--- src/rtl/hex_display_pkg.sv ---
// hex_display_pkg: shared segment bit order, glyph table and blank code for the hex display.
//   SEG_W  : segments per digit (bit 0 = seg a ... bit 6 = seg g)
//   GLYPH  : active-low glyphs for nibbles 0..F
//   BLANK  : active-low code with every segment off
package hex_display_pkg;
   typedef enum logic [2:0] {SEG_A, SEG_B, SEG_C, SEG_D, SEG_E, SEG_F, SEG_G} seg_e;
   localparam int SEG_W = 7;
   localparam logic [SEG_W-1:0] BLANK = 7'h7F;
   localparam logic [SEG_W-1:0] GLYPH [16] = '{
      7'h40, 7'h79, 7'h24, 7'h30, 7'h19, 7'h12, 7'h02, 7'h78,
      7'h00, 7'h10, 7'h08, 7'h03, 7'h46, 7'h21, 7'h06, 7'h0E
   };
endpackage

--- src/rtl/seg7_glyph.sv ---
// seg7_glyph: combinational nibble to active-low 7-segment glyph.
//   nibble : 4-bit hex digit
//   seg    : active-low segments, bit 0 = seg a ... bit 6 = seg g
module seg7_glyph
   import hex_display_pkg::*;
(
   input  logic [3:0]       nibble,
   output logic [SEG_W-1:0] seg
);
   assign seg = GLYPH[nibble];
endmodule

--- src/rtl/hex_display_ctrl.sv ---
// hex_display_ctrl: registered multi-digit hex display with leading-zero blanking, per-digit enable and blink.
//   clock       : rising-edge system clock
//   resetn      : asynchronous active-low reset
//   load        : capture strobe for value
//   value       : nibble k = digit k, digit 0 least significant
//   digit_en    : per-digit enable, 0 blanks that digit
//   blank_lz    : leading-zero blanking enable
//   blink_en    : blink mode enable
//   hex         : active-low segments, digit k at [7k+6:7k]
//   blink_phase : current blink phase, 1 = display blanked
module hex_display_ctrl
   import hex_display_pkg::*;
#(
   parameter int NUM_DIGITS   = 6,
   parameter int BLINK_CYCLES = 25000000
) (
   input  logic                          clock,
   input  logic                          resetn,
   input  logic                          load,
   input  logic [4*NUM_DIGITS-1:0]       value,
   input  logic [NUM_DIGITS-1:0]         digit_en,
   input  logic                          blank_lz,
   input  logic                          blink_en,
   output logic [SEG_W*NUM_DIGITS-1:0]   hex,
   output logic                          blink_phase
);
   localparam int CW = $clog2(BLINK_CYCLES);
   localparam logic [CW-1:0] CNT_MAX = CW'(BLINK_CYCLES - 1);
   logic [4*NUM_DIGITS-1:0]     value_q;
   logic [CW-1:0]               cnt;
   logic [NUM_DIGITS-1:0]       show;
   logic [SEG_W*NUM_DIGITS-1:0] hex_d;
   always_ff @(posedge clock or negedge resetn)
      if (!resetn) begin
         value_q     <= '0;
         cnt         <= '0;
         blink_phase <= 1'b0;
         hex         <= '1;
      end else begin
         if (load) value_q <= value;
         cnt         <= !blink_en || cnt == CNT_MAX ? '0 : cnt + 1'b1;
         blink_phase <= blink_en && (blink_phase ^ (cnt == CNT_MAX));
         hex         <= hex_d;
      end
   // Scan from the top digit down: once a non-zero nibble is seen, every lower digit is significant.
   // Digit 0 is always significant so an all-zero value still shows one 0.
   always_comb begin : lz_mask
      logic seen;
      seen = 1'b0;
      show = '0;
      for (int k = NUM_DIGITS - 1; k >= 0; k--) begin
         seen    = seen || value_q[4*k +: 4] != 4'd0 || k == 0;
         show[k] = seen || !blank_lz;
      end
   end
   for (genvar d = 0; d < NUM_DIGITS; d++) begin : g_digit
      logic [SEG_W-1:0] seg;
      seg7_glyph u_glyph (.nibble(value_q[4*d +: 4]), .seg(seg));
      assign hex_d[SEG_W*d +: SEG_W] = digit_en[d] && show[d] && !blink_phase ? seg : BLANK;
   end
endmodule
--- config.mk ---
export PLATFORM = sky130hd
export DESIGN_NAME = hex_display_ctrl
export DESIGN_NICKNAME = d
export VERILOG_FILES = /design/src/rtl/hex_display_pkg.sv /design/src/rtl/seg7_glyph.sv /design/src/rtl/hex_display_ctrl.sv
export SDC_FILE = /design/constraint.sdc
export NUM_CORES = 1
export LEC_CHECK = 0
export ABC_AREA = 1
export CORE_MARGIN = 2
export CORE_UTILIZATION = 40
export CTS_BUF_LIST = sky130_fd_sc_hd__clkbuf_16
export DETAILED_ROUTE_END_ITERATION = 10
export HOLD_SLACK_MARGIN = 0.1
export PLACE_DENSITY = 0.59
export SYNTH_ARGS = -nofsm -noshare
export SYNTH_HDL_FRONTEND = slang
export SYNTH_SLANG_ARGS = --single-unit
--- constraint.sdc ---
create_clock -name clock -period 1.7 [get_ports clock]
set_input_delay 0.17 -clock clock [delete_from_list [all_inputs] [get_ports clock]]
set_output_delay 0.17 -clock clock [all_outputs]
set_load 0.01 [all_outputs]
==> impl_metrics.csv <==
group,metric,value,unit
run_status,outcome,"complete, no violations",
drt,number_of_vias_in_the_routed_layout,4333,
pwr,power_report.internal_total,3.88,mW
yosys,post_synth_most_frequent_cells,"sky130_fd_sc_hd__nand2_1, sky130_fd_sc_hd__nor2_1, sky130_fd_sc_hd__inv_1, sky130_fd_sc_hd__dfrtp_1, sky130_fd_sc_hd__nand3_1",
yosys,synth_area_per_cell,8.11,sq um
yosys,synth_enable_flop_cells,0,
worst_hold_path,worst_hold_path_type,"primary input to asynchronous set/reset pin",
grt,grt_start_max_net_pins,49,
pwr,p_per_area,842,mW/mm^2
yosys,synth_top_flop_cell,"sky130_fd_sc_hd__dfrtp_1",
grt,grt_util_all_layers,0.188,
pwr,fin_total_pwr,5.35,mW
place,place_ws,0.106,ns
sta,final.min_clock_period,1.60,ns
yosys,synthesis.nets,688,
worst_setup_path,worstPathBufferInverterCount,1,
worst_setup_path,r2r_start,"value_q[8]",
die,die_height,116,um
place,routabilityCongestion,0.930,
yosys,most_repeated_cell_in_the_gate_level_netlist_after_synthesis,"sky130_fd_sc_hd__nand2_1",
clock_network,htree_levels,3,
worst_setup_path,slowest_delay,0.57,ns
place,buffer_ports.inserted,77,
drt,route.antenna.remaining_nets,0,
die,rows,40,
grt,grt.overflow.total,0,
die,die_area,0.0135,sq mm
die,design.core.area,0.0122,sq mm
place,dp_hpwl,8870,um
pwr,fraction_of_power_consumed_by_the_clock_network,0.329,
sta,max-slew-margin-rel,0.610,
die,boundaryPins,78,
sta,final.setup.worst_slack,0.0982,ns
worst_setup_path,timing_worst_setup_path_type,"register to primary output",
cells_and_area,layout.nets,779,
drt,post-route-drc-count,0,
drt,detailed_route_wl,11700,um
clock_network,cts_made_buffers,9,
yosys,synth.yosys.warnings,0,
worst_setup_path,cp-start-kind,"register",
worst_setup_path,cp_data_arrival_time,1.43,ns
yosys,synth_top_cell_by_area,"sky130_fd_sc_hd__dfrtp_1",
worst_setup_path,worst_path_dominant_cell_family,"buffers and inverters",
cells_and_area,postLayoutCellArea,0.00636,sq mm
sta,timing_hold_violations_final,0,
clock_network,clock_insertion_delay_worst_skew,0.34,ns
pwr,p_sw_frac,0.274,
worst_setup_path,setup.worst_path.start,"hex[29]",
yosys,synthTopCellsByArea,"sky130_fd_sc_hd__dfrtp_1, sky130_fd_sc_hd__dfstp_2, sky130_fd_sc_hd__nand2_1",
drt,wl_per_cell,13.2,um
place,place_area,0.00608,sq mm
yosys,postSynthRegisterBits,92,
sta,portion_of_the_clock_cycle_consumed_by_the_worst_path_in_the_final_layout,0.942,
drt,drtPass1Iterations,4,
drt,via_per_inst,4.90,
clock_network,clk_pin_slew,0.06,ns
job,maxcap_viol_count,0,
die,dieWidth,116,um
worst_setup_path,timing.critical_path.slowest_stage_cell,"sky130_fd_sc_hd__clkdlybuf4s50_1",
yosys,post_synth_instance_area,0.00503,sq mm
drt,detail_route.iter0.violations,262,
sta,worst_clock_skew,0.00724,ns
clock_network,cts.path.max_buffers,2,
clock_network,root_buffer,"sky130_fd_sc_hd__clkbuf_16",
pwr,share_seq_of_total_power,0.480,
clock_network,cts_tree,"done",
sta,final_max_slew_viol_count,0,
pwr,power_leakage,2.72,nW
die,floorplan.initialDensity,0.414,
cells_and_area,n_antenna_cell,0,
grt,number_of_antenna_violations_at_the_first_check_in_global_routing,0,
grt,grt_pass1_wl,20100,um
worst_setup_path,maximum_fanout_along_the_worst_path,1,
pwr,netSwitchingPower,1.47,mW
sta,rsz_0062_raised_after_global_routing,"no",
pwr,worst_ir_drop_vdd,0.476,mV
sta,setup_total_negative_slack,0,ns
yosys,async_flop_share,1.00,
sta,worst_pin_slew,0.583,ns
yosys,syn-instance-count,621,
clock_network,cts.repair_timing.setup_buffer_count,0,
sta,max_freq,0.624,GHz
grt,grt_pass1_vias,4341,
pwr,p_comb_frac,0.191,
cells_and_area,fraction_of_final_layout_cells_sized_beyond_drive_strength_1,0.127,
cells_and_area,flow.area_growth_from_synthesis,26.2,%
yosys,synthDominantCellAreaShare,0.249,
yosys,post_synth_num_cell_types,36,
worst_setup_path,required_arrival_time_at_the_worst_endpoint,1.53,ns
worst_setup_path,crit_path_cell_trace,"clkdlybuf4s50_1",
sta,final-setup-viol-count,0,
yosys,synth-seq-area-share,0.468,
cells_and_area,postLayoutCoreUtil,0.523,
clock_network,clkSinkCount,92,
worst_setup_path,setup.worst_path.end_class,"primary output",
-- logic make-up after synthesis --
family / count (synthesis) / synth area share
AO/OA/AOI/OAI: 90 / 0.102
XOR/XNOR: 14 / 0.0244
adder cells (fa/ha/maj): 32 / 0.0795
buffers and inverters: 79 / 0.0639
flip-flops: 92 / 0.468
AND/OR/NAND/NOR: 314 / 0.262
-- final timing paths --
path,to,slack (ns),depth (start not counted)
max,hex[29],0.1,1
min reg2reg,cnt[24],0.56,3
max reg2reg,hex[7],0.17,6
max in group asynchronous,hex[4],0.71,3
min in group clock,value_q[22],0.38,3
min,value_q[22],0.36,2
-- timing repair --
item | 4_1_cts | 5_1_grt
hold endpoints to repair | 14 | 0
resized for setup | 1 | 3
hold buffers | 1 | 0
endpoints found under the setup margin | 1 | 18
-- cell usage in the layout (no fill, tap or decap), types with 2 or more instances in the layout --
cell type and n:
sky130_fd_sc_hd__a211oi_1 2, sky130_fd_sc_hd__a21oi_1 16, sky130_fd_sc_hd__a31oi_1 4, sky130_fd_sc_hd__buf_12 2
sky130_fd_sc_hd__buf_4 16, sky130_fd_sc_hd__clkbuf_16 9, sky130_fd_sc_hd__clkdlybuf4s50_1 76, sky130_fd_sc_hd__clkinv_1 3
sky130_fd_sc_hd__clkinv_2 2, sky130_fd_sc_hd__dfrtp_1 49, sky130_fd_sc_hd__dfstp_2 42, sky130_fd_sc_hd__ha_1 31
sky130_fd_sc_hd__inv_1 61, sky130_fd_sc_hd__inv_2 4, sky130_fd_sc_hd__nand2_1 150, sky130_fd_sc_hd__nand2_2 3
sky130_fd_sc_hd__nand3_1 50, sky130_fd_sc_hd__nand3b_1 2, sky130_fd_sc_hd__nand4_1 2, sky130_fd_sc_hd__nor2_1 89
sky130_fd_sc_hd__nor2_2 6, sky130_fd_sc_hd__nor2_4 2, sky130_fd_sc_hd__nor3_1 5, sky130_fd_sc_hd__nor3b_1 2
sky130_fd_sc_hd__o2111ai_1 3, sky130_fd_sc_hd__o211ai_1 9, sky130_fd_sc_hd__o21ai_0 47, sky130_fd_sc_hd__o221ai_1 2
sky130_fd_sc_hd__o22ai_1 4, sky130_fd_sc_hd__xnor2_1 6, sky130_fd_sc_hd__xor2_1 8
-- area by class of cell --
type | instances | area, sq um
clock buffer | 9 | 225
timing repair buffer | 95 | 931
sequential | 92 | 2360
clock inverter | 6 | 25.0
fill | 1152 | 5810
inverter | 64 | 240
multi-input combinational | 450 | 2370
tap | 168 | 210
-- through the flow --
| step | hold slack (ns) | instances |
|---|---|---|
| floorplan | -0.126 | 621 |
| global route | 0.406 | 884 |
| detailed placement | 0.212 | 868 |
| global placement | 0.208 | 868 |
| CTS | 0.374 | 884 |
| finish | 0.362 | 884 |
-- sequential cells by signal (all words and copies together), names as in the netlist --
name	count
cnt	25
hex	42
value_q	24
blink_phase	1
-- power groups by stage --
| stage | sequential [mW] | combinational (mW) | clock, mW |
|---|---|---|---|
| floorplan | 2.62 | 0.480 | 0 |
| global placement | 2.60 | 1.01 | 0 |
| detailed placement | 2.60 | 1.02 | 0 |
| CTS | 2.57 | 1.03 | 1.81 |
| global route | 2.59 | 1.15 | 1.92 |
| finish | 2.57 | 1.02 | 1.76 |
-- layer usage --
layer,routed length [um],vias to the layer above,GRT usage
met5,0,-,0
met4,224,0,0.0714
met3,502,16,0.0363
met2,5310,95,0.304
met1,5630,2034,0.253
li1,-,2188,-
Note: power is estimated with default switching activity, not from simulation.
